`src/rtl/hazard_forward_unit.sv`:
```
// Forwarding and hazard unit for the in-order RV32I pipeline.
// Tracks in-flight register writers older than EX in a shadow pipeline of
// DEPTH slots (slot 1 = EX/MEM, slot DEPTH = write-back). For each EX source
// operand it selects the youngest producer whose result is available. If that
// producer's result is not available yet, it stalls EX and injects a bubble.
module hazard_forward_unit #(
  parameter int NUM_SRC = 2,
  parameter int DEPTH   = 3,
  parameter int ADR_W   = 5,
  parameter int SEL_W   = $clog2(DEPTH + 1),
  parameter int CNT_W   = 32
) (
  input  logic                       clk,
  input  logic                       rst,
  input  logic                       pipe_hold,
  input  logic                       ex_valid,
  input  logic                       ex_rd_en,
  input  logic [ADR_W-1:0]           ex_rd_adr,
  input  logic [SEL_W-1:0]           ex_rdy_stage,
  input  logic [NUM_SRC*ADR_W-1:0]   ex_rs_adr,
  output logic [NUM_SRC*SEL_W-1:0]   fwd_sel,
  output logic                       stall,
  output logic [CNT_W-1:0]           stall_count
);

  // Shadow pipeline: slot k holds the writer that is k stages older than EX.
  logic             slot_v   [1:DEPTH];
  logic [ADR_W-1:0] slot_rd  [1:DEPTH];
  logic [SEL_W-1:0] slot_rdy [1:DEPTH];

  logic             ex_writes;
  logic [SEL_W-1:0] rdy_in;
  logic [NUM_SRC-1:0] hazard;
  logic [NUM_SRC-1:0] found;

  // x0 is hard-wired to zero, so a write to it is not a real producer.
  assign ex_writes = ex_valid & ex_rd_en & (ex_rd_adr != '0);

  // Normalise the ready stage into the tracked range 1..DEPTH.
  always_comb begin
    if (ex_rdy_stage == '0)
      rdy_in = SEL_W'(1);
    else if (ex_rdy_stage > SEL_W'(DEPTH))
      rdy_in = SEL_W'(DEPTH);
    else
      rdy_in = ex_rdy_stage;
  end

  // Per-source lookup: the youngest matching slot decides, ready or not.
  // NOTE: every variable gets a default before the loop so no latch is inferred.
  always_comb begin
    fwd_sel = '0;
    hazard  = '0;
    found   = '0;
    for (int i = 0; i < NUM_SRC; i++) begin
      if (ex_rs_adr[i*ADR_W +: ADR_W] != '0) begin
        for (int k = 1; k <= DEPTH; k++) begin
          if (!found[i] && slot_v[k] &&
              (slot_rd[k] == ex_rs_adr[i*ADR_W +: ADR_W])) begin
            found[i] = 1'b1;
            if (SEL_W'(k) >= slot_rdy[k])
              fwd_sel[i*SEL_W +: SEL_W] = SEL_W'(k);
            else
              hazard[i] = 1'b1;
          end
        end
      end
    end
  end

  // A stall is only meaningful for a live EX instruction; it ignores pipe_hold.
  assign stall = ex_valid & (|hazard);

  // Valid bits and the stall counter: reset, hold, bubble-shift or normal shift.
  // NOTE: sequential state uses non-blocking assignments so all slots shift
  // from their pre-edge values regardless of statement order.
  always_ff @(posedge clk) begin
    if (rst) begin
      for (int k = 1; k <= DEPTH; k++)
        slot_v[k] <= 1'b0;
      stall_count <= '0;
    end else if (!pipe_hold) begin
      for (int k = DEPTH; k >= 2; k--)
        slot_v[k] <= slot_v[k-1];
      if (stall) begin
        slot_v[1] <= 1'b0;
        if (stall_count != '1)
          stall_count <= stall_count + 1'b1;
      end else begin
        slot_v[1] <= ex_writes;
      end
    end
  end

  // Slot payload shifts alongside the valid bits.
  // NOTE: payload has no reset; it is never observed while its valid bit is 0.
  always_ff @(posedge clk) begin
    if (!pipe_hold) begin
      for (int k = DEPTH; k >= 2; k--) begin
        slot_rd[k]  <= slot_rd[k-1];
        slot_rdy[k] <= slot_rdy[k-1];
      end
      slot_rd[1]  <= ex_rd_adr;
      slot_rdy[1] <= rdy_in;
    end
  end

endmodule

```
`config.mk`:
```
export PLATFORM = sky130hd
export DESIGN_NAME = hazard_forward_unit
export DESIGN_NICKNAME = d
export VERILOG_FILES = /design/src/rtl/hazard_forward_unit.sv
export SDC_FILE = /design/constraint.sdc
export NUM_CORES = 1
export LEC_CHECK = 0
export ABC_CLOCK_PERIOD_IN_PS = 5200
export BUFFER_PORTS_ARGS = -buffer_cell sky130_fd_sc_hd__buf_2
export CAP_MARGIN = 20
export CORE_UTILIZATION = 43
export DETAILED_ROUTE_END_ITERATION = 7
export GPL_ROUTABILITY_DRIVEN = 0
export PLACE_DENSITY_LB_ADDON = 0.3
export SETUP_SLACK_MARGIN = 0.5
export SYNTH_ARGS = -nofsm -noshare
export SYNTH_HDL_FRONTEND = slang
export SYNTH_SLANG_ARGS = --single-unit
```
`constraint.sdc`:
```
create_clock -name clk -period 5.2 [get_ports clk]
set_clock_uncertainty 0.15 [all_clocks]
set_input_delay 0.78 -clock clk [delete_from_list [all_inputs] [get_ports clk]]
set_output_delay 0.78 -clock clk [all_outputs]
set_load 0.03 [all_outputs]
```
==> Yosys cells after proc, flatten, opt, wreduce, memory -nomap -nowiden <==
Memory sizes are Yosys's and may differ from the RTL's.
Index checks and enable logic that the tools add are counted.
{ "classes": {"add_sub_neg": 1, "n_mul": 0, "div": 0, "order_cmp": 4, "eq_ne": 7, "n_shift": 0, "mux": 53, "n_bitwise": 8, "n_reduce_logical": 20} }
{ "ops": {"columns": ["op", "count"], "rows": [
  ["$mux 1", 41],
  ["$add 32x1->32 const B", 1],
  ["$ne 32x32->1 const B", 1],
  ["$eq 5x5->1", 6],
  ["$mux 2", 12],
  ["$reduce_bool 5->1", 3],
  ["$logic_and 1x1->1", 10],
  ["$ge 2x2->1 const A", 2],
  ["$logic_not 1->1", 4],
  ["$or 1x1->1", 4],
  ["$and 1x1->1", 3],
  ["$reduce_and 3->1", 1],
  ["$ge 1x2->1 const A", 1],
  ["$gt 2x2->1 const B", 1],
  ["$logic_not 2->1", 1],
  ["$reduce_or 2->1", 1],
  ["$not 1->1", 1]
]} }
{ "word_totals": {"reg_bits": 32, "latchBits": 0, "ram_bits": 24, "rom_bits": 0, "in_bits": 22, "word_cells": 97, "mem_count": 3} }
{ "memory_table": {"columns": ["name", "depth", "width", "rd", "rd_clocked_by_memory_dff", "wr", "line", "rtl"], "rows": [
  ["slot_rd", 3, 5, 3, 0, 3, "28", "logic [ADR_W-1:0] slot_rd [1:DEPTH];"],
  ["slot_rdy", 3, 2, 3, 0, 3, "29", "logic [SEL_W-1:0] slot_rdy [1:DEPTH];"],
  ["slot_v", 3, 1, 3, 0, 3, "27", "logic slot_v [1:DEPTH];"]
]} }

==> Longest topological paths before layout <==
An unclocked memory read counts as a cell.
{ "depth": {"depth_word": 23, "mapped_depth": 9, "depth_no_buf": 8} }

==> Worst setup path before layout <==
OpenSTA, ideal clock, no wires.
{ "synth_timing": {"kind": "input port to output port", "from": "in ex_rs_adr[4]", "to": "out stall", "arrival_ns": 2.446, "t_required_ns": 4.270, "setup_slack_ns": 1.824, "path_stages": 8, "path_cell_list": "xor2_1 > nor4_1 > and3_1 > a31o_2 > a32oi_4 > buf_2 > buf_2 > nor2b_1"} }
{ "synth_between": {"elab_chain_len": 16, "word_cells_on_any_way": 23, "cone_classes": "eq/ne (3); mux (10); bitwise (1); reduce/logical (9)"} }
{ "synth_lines": {"columns": ["item", "line", "rtl"], "rows": [
  ["start: declaration", "20", "input logic [NUM_SRC*ADR_W-1:0] ex_rs_adr,"],
  ["$eq 5x5->1", "59", "(slot_rd[k] == ex_rs_adr[i*ADR_W +: ADR_W])) begin"],
  ["$logic_and 1x1->1", "58", "if (!found[i] && slot_v[k] &&"],
  ["$mux 1", "58", null],
  ["$mux 1", "56", "if (ex_rs_adr[i*ADR_W +: ADR_W] != '0) begin"],
  ["$logic_not 1->1", "58", null],
  ["$logic_and 1x1->1 (2 in a row)", "58", null],
  ["$mux 1", "58", null],
  ["$mux 1", "56", null],
  ["$logic_not 1->1", "58", null],
  ["$logic_and 1x1->1 (2 in a row)", "58", null],
  ["$mux 1", "58", null],
  ["$mux 1 (*)", "56", null],
  ["$reduce_or 2->1 (*)", "72", "assign stall = ex_valid & (|hazard);"],
  ["$and 1x1->1 (*)", "72", null],
  ["end: declaration", "22", "output logic stall,"]
]} }
Every way passes the cells marked *; elsewhere a longest branch is shown, timed or not. The select of a mux whose other input is x is not followed.

==> Final worst setup path <==
{ "layout_timing": {"from": "in ex_rs_adr[3]", "to": "out stall"} }
The elaborated chain is that of the path after synthesis.

==> results.yml <==
yosys:
  yosysMostFrequentCell: "dfxtp_1"
  avgSynthCellArea_um2: 9.568
  synth-edff-count: 22
  synth-compound-area-share: 0.1333
  synthDistinctLibCells: 41
  syn_nets: 329
  synth_top_area_cell: "edfxtp_1"
  async_flop_share: 0
  yosysTopAreaCellShare: 0.2256
  syn-cell-area_um2: 2928
  ys_ff_latch: 54
  synth_simple_gate_area_share: 0.2611
  ys_warn_count: 0
  yosys-top-cells-count: "32 x dfxtp_1, 26 x a21oi_1, 22 x edfxtp_1, 21 x xor2_1"
  synth_top_family_by_area: "simple AND/OR/NAND/NOR gates"
  yosys.area_share.adder: 0.004274
  synth_flop_cell: "dfxtp_1"
  netlist_instances: 306
  synthTopCellsByArea: "edfxtp_1 23%, dfxtp_1 22%, xor2_1 6.3%"
  ys_seq_area_frac: 0.4444
  synth_mux_area_frac: 0.03419
  yosys.area_share.xor_xnor: 0.08974
cells_and_area:
  seq_area_um2: 1301
  syn2layout_area_growth_pct: 14.57
  num_antenna_cells: 0
  multiInputGateArea_um2: 1530
  nFillCells: 621
  nets: 380
  drive_gt1_frac: 0.2151
worst_setup_path:
  required_ns: 4.27
  cp-end-kind: "output pin"
  cpPeakStageDelay_ns: 0.44
  path_max_fanout: 58
  startpoint_type: "input pin"
  crit_path_top_delay_cell: "buf_4"
  crit_chain: "buf_2 > xor2_1 > nor4_1 > and3_1 > nand2_1 > a32oi_4 > buf_4 > nor2b_1 > buf_2"
  critPathArrivalTime_ns: 2.70
  path_class: "input pin to output pin"
  crit_top_cell: "buf_2"
run_status:
  violations: "design-rule violations"
  status: "finished with violations"
drt:
  viasPerCell: 5.848
  num_vias: 2544
  ant_nets: 0
  drc: 10
  dr.pass1.iters: 7
  routedWlPerCell_um: 14.87
  wl_mm: 6.468
  drt_iter0_markers: 164
timing:
  rsz0062_at_grt: "false"
  setup_viol: 0
  final_hold_viol_count: 0
  period_share: 0.6990
  slew_viol_final: 0
  layout_min_cycle_time_ns: 3.635
  fin_ws_ns: 1.565
  slew_headroom: 0.4853
  tns_ns: 0
  worstMarginPinSlew_ns: 0.7721
  fmax_mhz: 275.1
global_routing:
  grt_pass1_vias: 2187
  track_usage: 0.1851
  grt_max_degree: 59
  antenna_found_initial: 0
  grt_pass1_wl_mm: 10.56
  overflow: 0
clock_network:
  postCtsHoldBufs: 0
  cts.sinks: 54
  ctsResizeCount: 0
  cts-buffers-inserted: 5
  cts_max_level: 2
  cts_buffer_depth: 2
  tritoncts: "built"
  clkTransAtPathRegs_ns: 0.10
  cts_root_buf: "clkbuf_8"
  insertion_delay_ns: 0.31
  postCtsSetupBuffers: 0
floorplan:
  die_area_um2: 7143
  die_w_um: 84.52
  die_y_um: 84.52
  io_pins: 59
  core_area_um2: 6459
  start_util: 0.4533
  rows: 29
place:
  pre_cts_ws_ns: 1.576
  port_buffers: 58
  post-dp-hpwl_mm: 4.568
pwr:
  leakagePower_nw: 1.251
  ir_worst_vdd_mv: 0.1701
  powerDensity_nw_per_um2: 241.6
hold_path:
  hp-class: "flop to flop"
job:
  cap_violations: 0
==> registers in the layout, indices dropped and copies added, names as in the netlist <==
register,count
stall_count,32
slot_rd,15
slot_rdy,4
slot_v,3
==> cells in the final DEF (no fill, tap or decap), types with 2 or more instances in the layout <==
cell type / Yosys / routed
xnor2_1: 9 / 9
nand2_1: 17 / 17
or4_1: 17 / 17
mux2_2: 6 / 6
clkbuf_8: 0 / 5
xor2_1: 21 / 21
and3_1: 9 / 9
nor2_1: 17 / 17
nand3_1: 15 / 15
mux2_1: 2 / 2
o31ai_1: 16 / 16
nand4_1: 11 / 11
nand2b_1: 2 / 2
o21ba_2: 2 / 2
and2_1: 2 / 2
inv_1: 5 / 5
or3_1: 7 / 7
edfxtp_1: 22 / 22
nor4_1: 12 / 12
nor3b_1: 4 / 4
a21oi_1: 26 / 26
nor3_1: 6 / 6
buf_2: 5 / 58
and4_1: 3 / 3
dfxtp_1: 32 / 32
nor2b_1: 10 / 10
o21ai_0: 5 / 5
==> routing by layer <==
metal / GRT usage / vias up / share of wire
met5: 0 / - / 0
met4: 0.05701 / 0 / 0.0068
met3: 0.04130 / 4 / 0.054
met2: 0.2875 / 68 / 0.46
li1: - / 1262 / -
met1: 0.2581 / 1210 / 0.47
==> cell type report <==
class	count	share of cell area
inverter	5	0.005595
timing repair buffer	59	0.08877
multi-input combinational	232	0.4562
tap	77	0.02872
sequential	54	0.3879
clock buffer	6	0.02163
clock inverter	2	0.01119
==> worst max-delay path: cells and delay by family <==
family                    cells  cell delay (ns)
AOI/OAI and AO/OA             1             0.21
and+or+nand+nor               4             0.77
buffers and inverters         3             0.76
xor gates and xnor gates      1             0.14
==> per-stage QoR <==
step / utilization / hold slack [ns] / std cells / area, um^2 / power [mW]
after floorplan: - / 0.2503 / 306 / 2928 / 0.5133
after global placement: 0.5023 / 0.2569 / 427 / 3244 / 0.5382
after detailed placement: 0.5023 / 0.2693 / 427 / 3244 / 0.5395
after CTS: 0.5194 / 0.2846 / 435 / 3354 / 0.8172
after global routing: 0.5194 / 0.3014 / 435 / 3354 / 0.8448
final: 0.5194 / 0.2792 / 435 / 3354 / 0.8106
==> path summary, 6_finish.rpt <==
kind | to | cells after the start | start | slack [ns]
worst min register to register | slot_rdy[0][4] | 0 | slot_rdy[0][2] | 0.28
worst min-delay path | slot_rdy[0][4] | 0 | slot_rdy[0][2] | 0.28
worst max register to register | stall_count[5] | 8 | slot_rd[0][14] | 2.37
worst max-delay path | stall | 9 | ex_rs_adr[3] | 1.57
==> logic make-up (layout without fill, tap and decap cells) <==
logic type,count (synthesis),count (layout)
AO/OA/AOI/OAI,58,58
multiplexers,9,9
XOR/XNOR,30,30
adder cells (fa/ha/maj),1,1
AND/OR/NAND/NOR,134,134
flip-flops,54,54
buffers and inverters,20,72
==> power breakdown <==
group / leakage [nW] / internal [mW] / switching, mW
Sequential: 0.477 / 0.455 / 0.0121
Combinational: 0.722 / 0.0245 / 0.0386
Clock: 0.0514 / 0.144 / 0.137
Power figures use the tool's default switching activity.
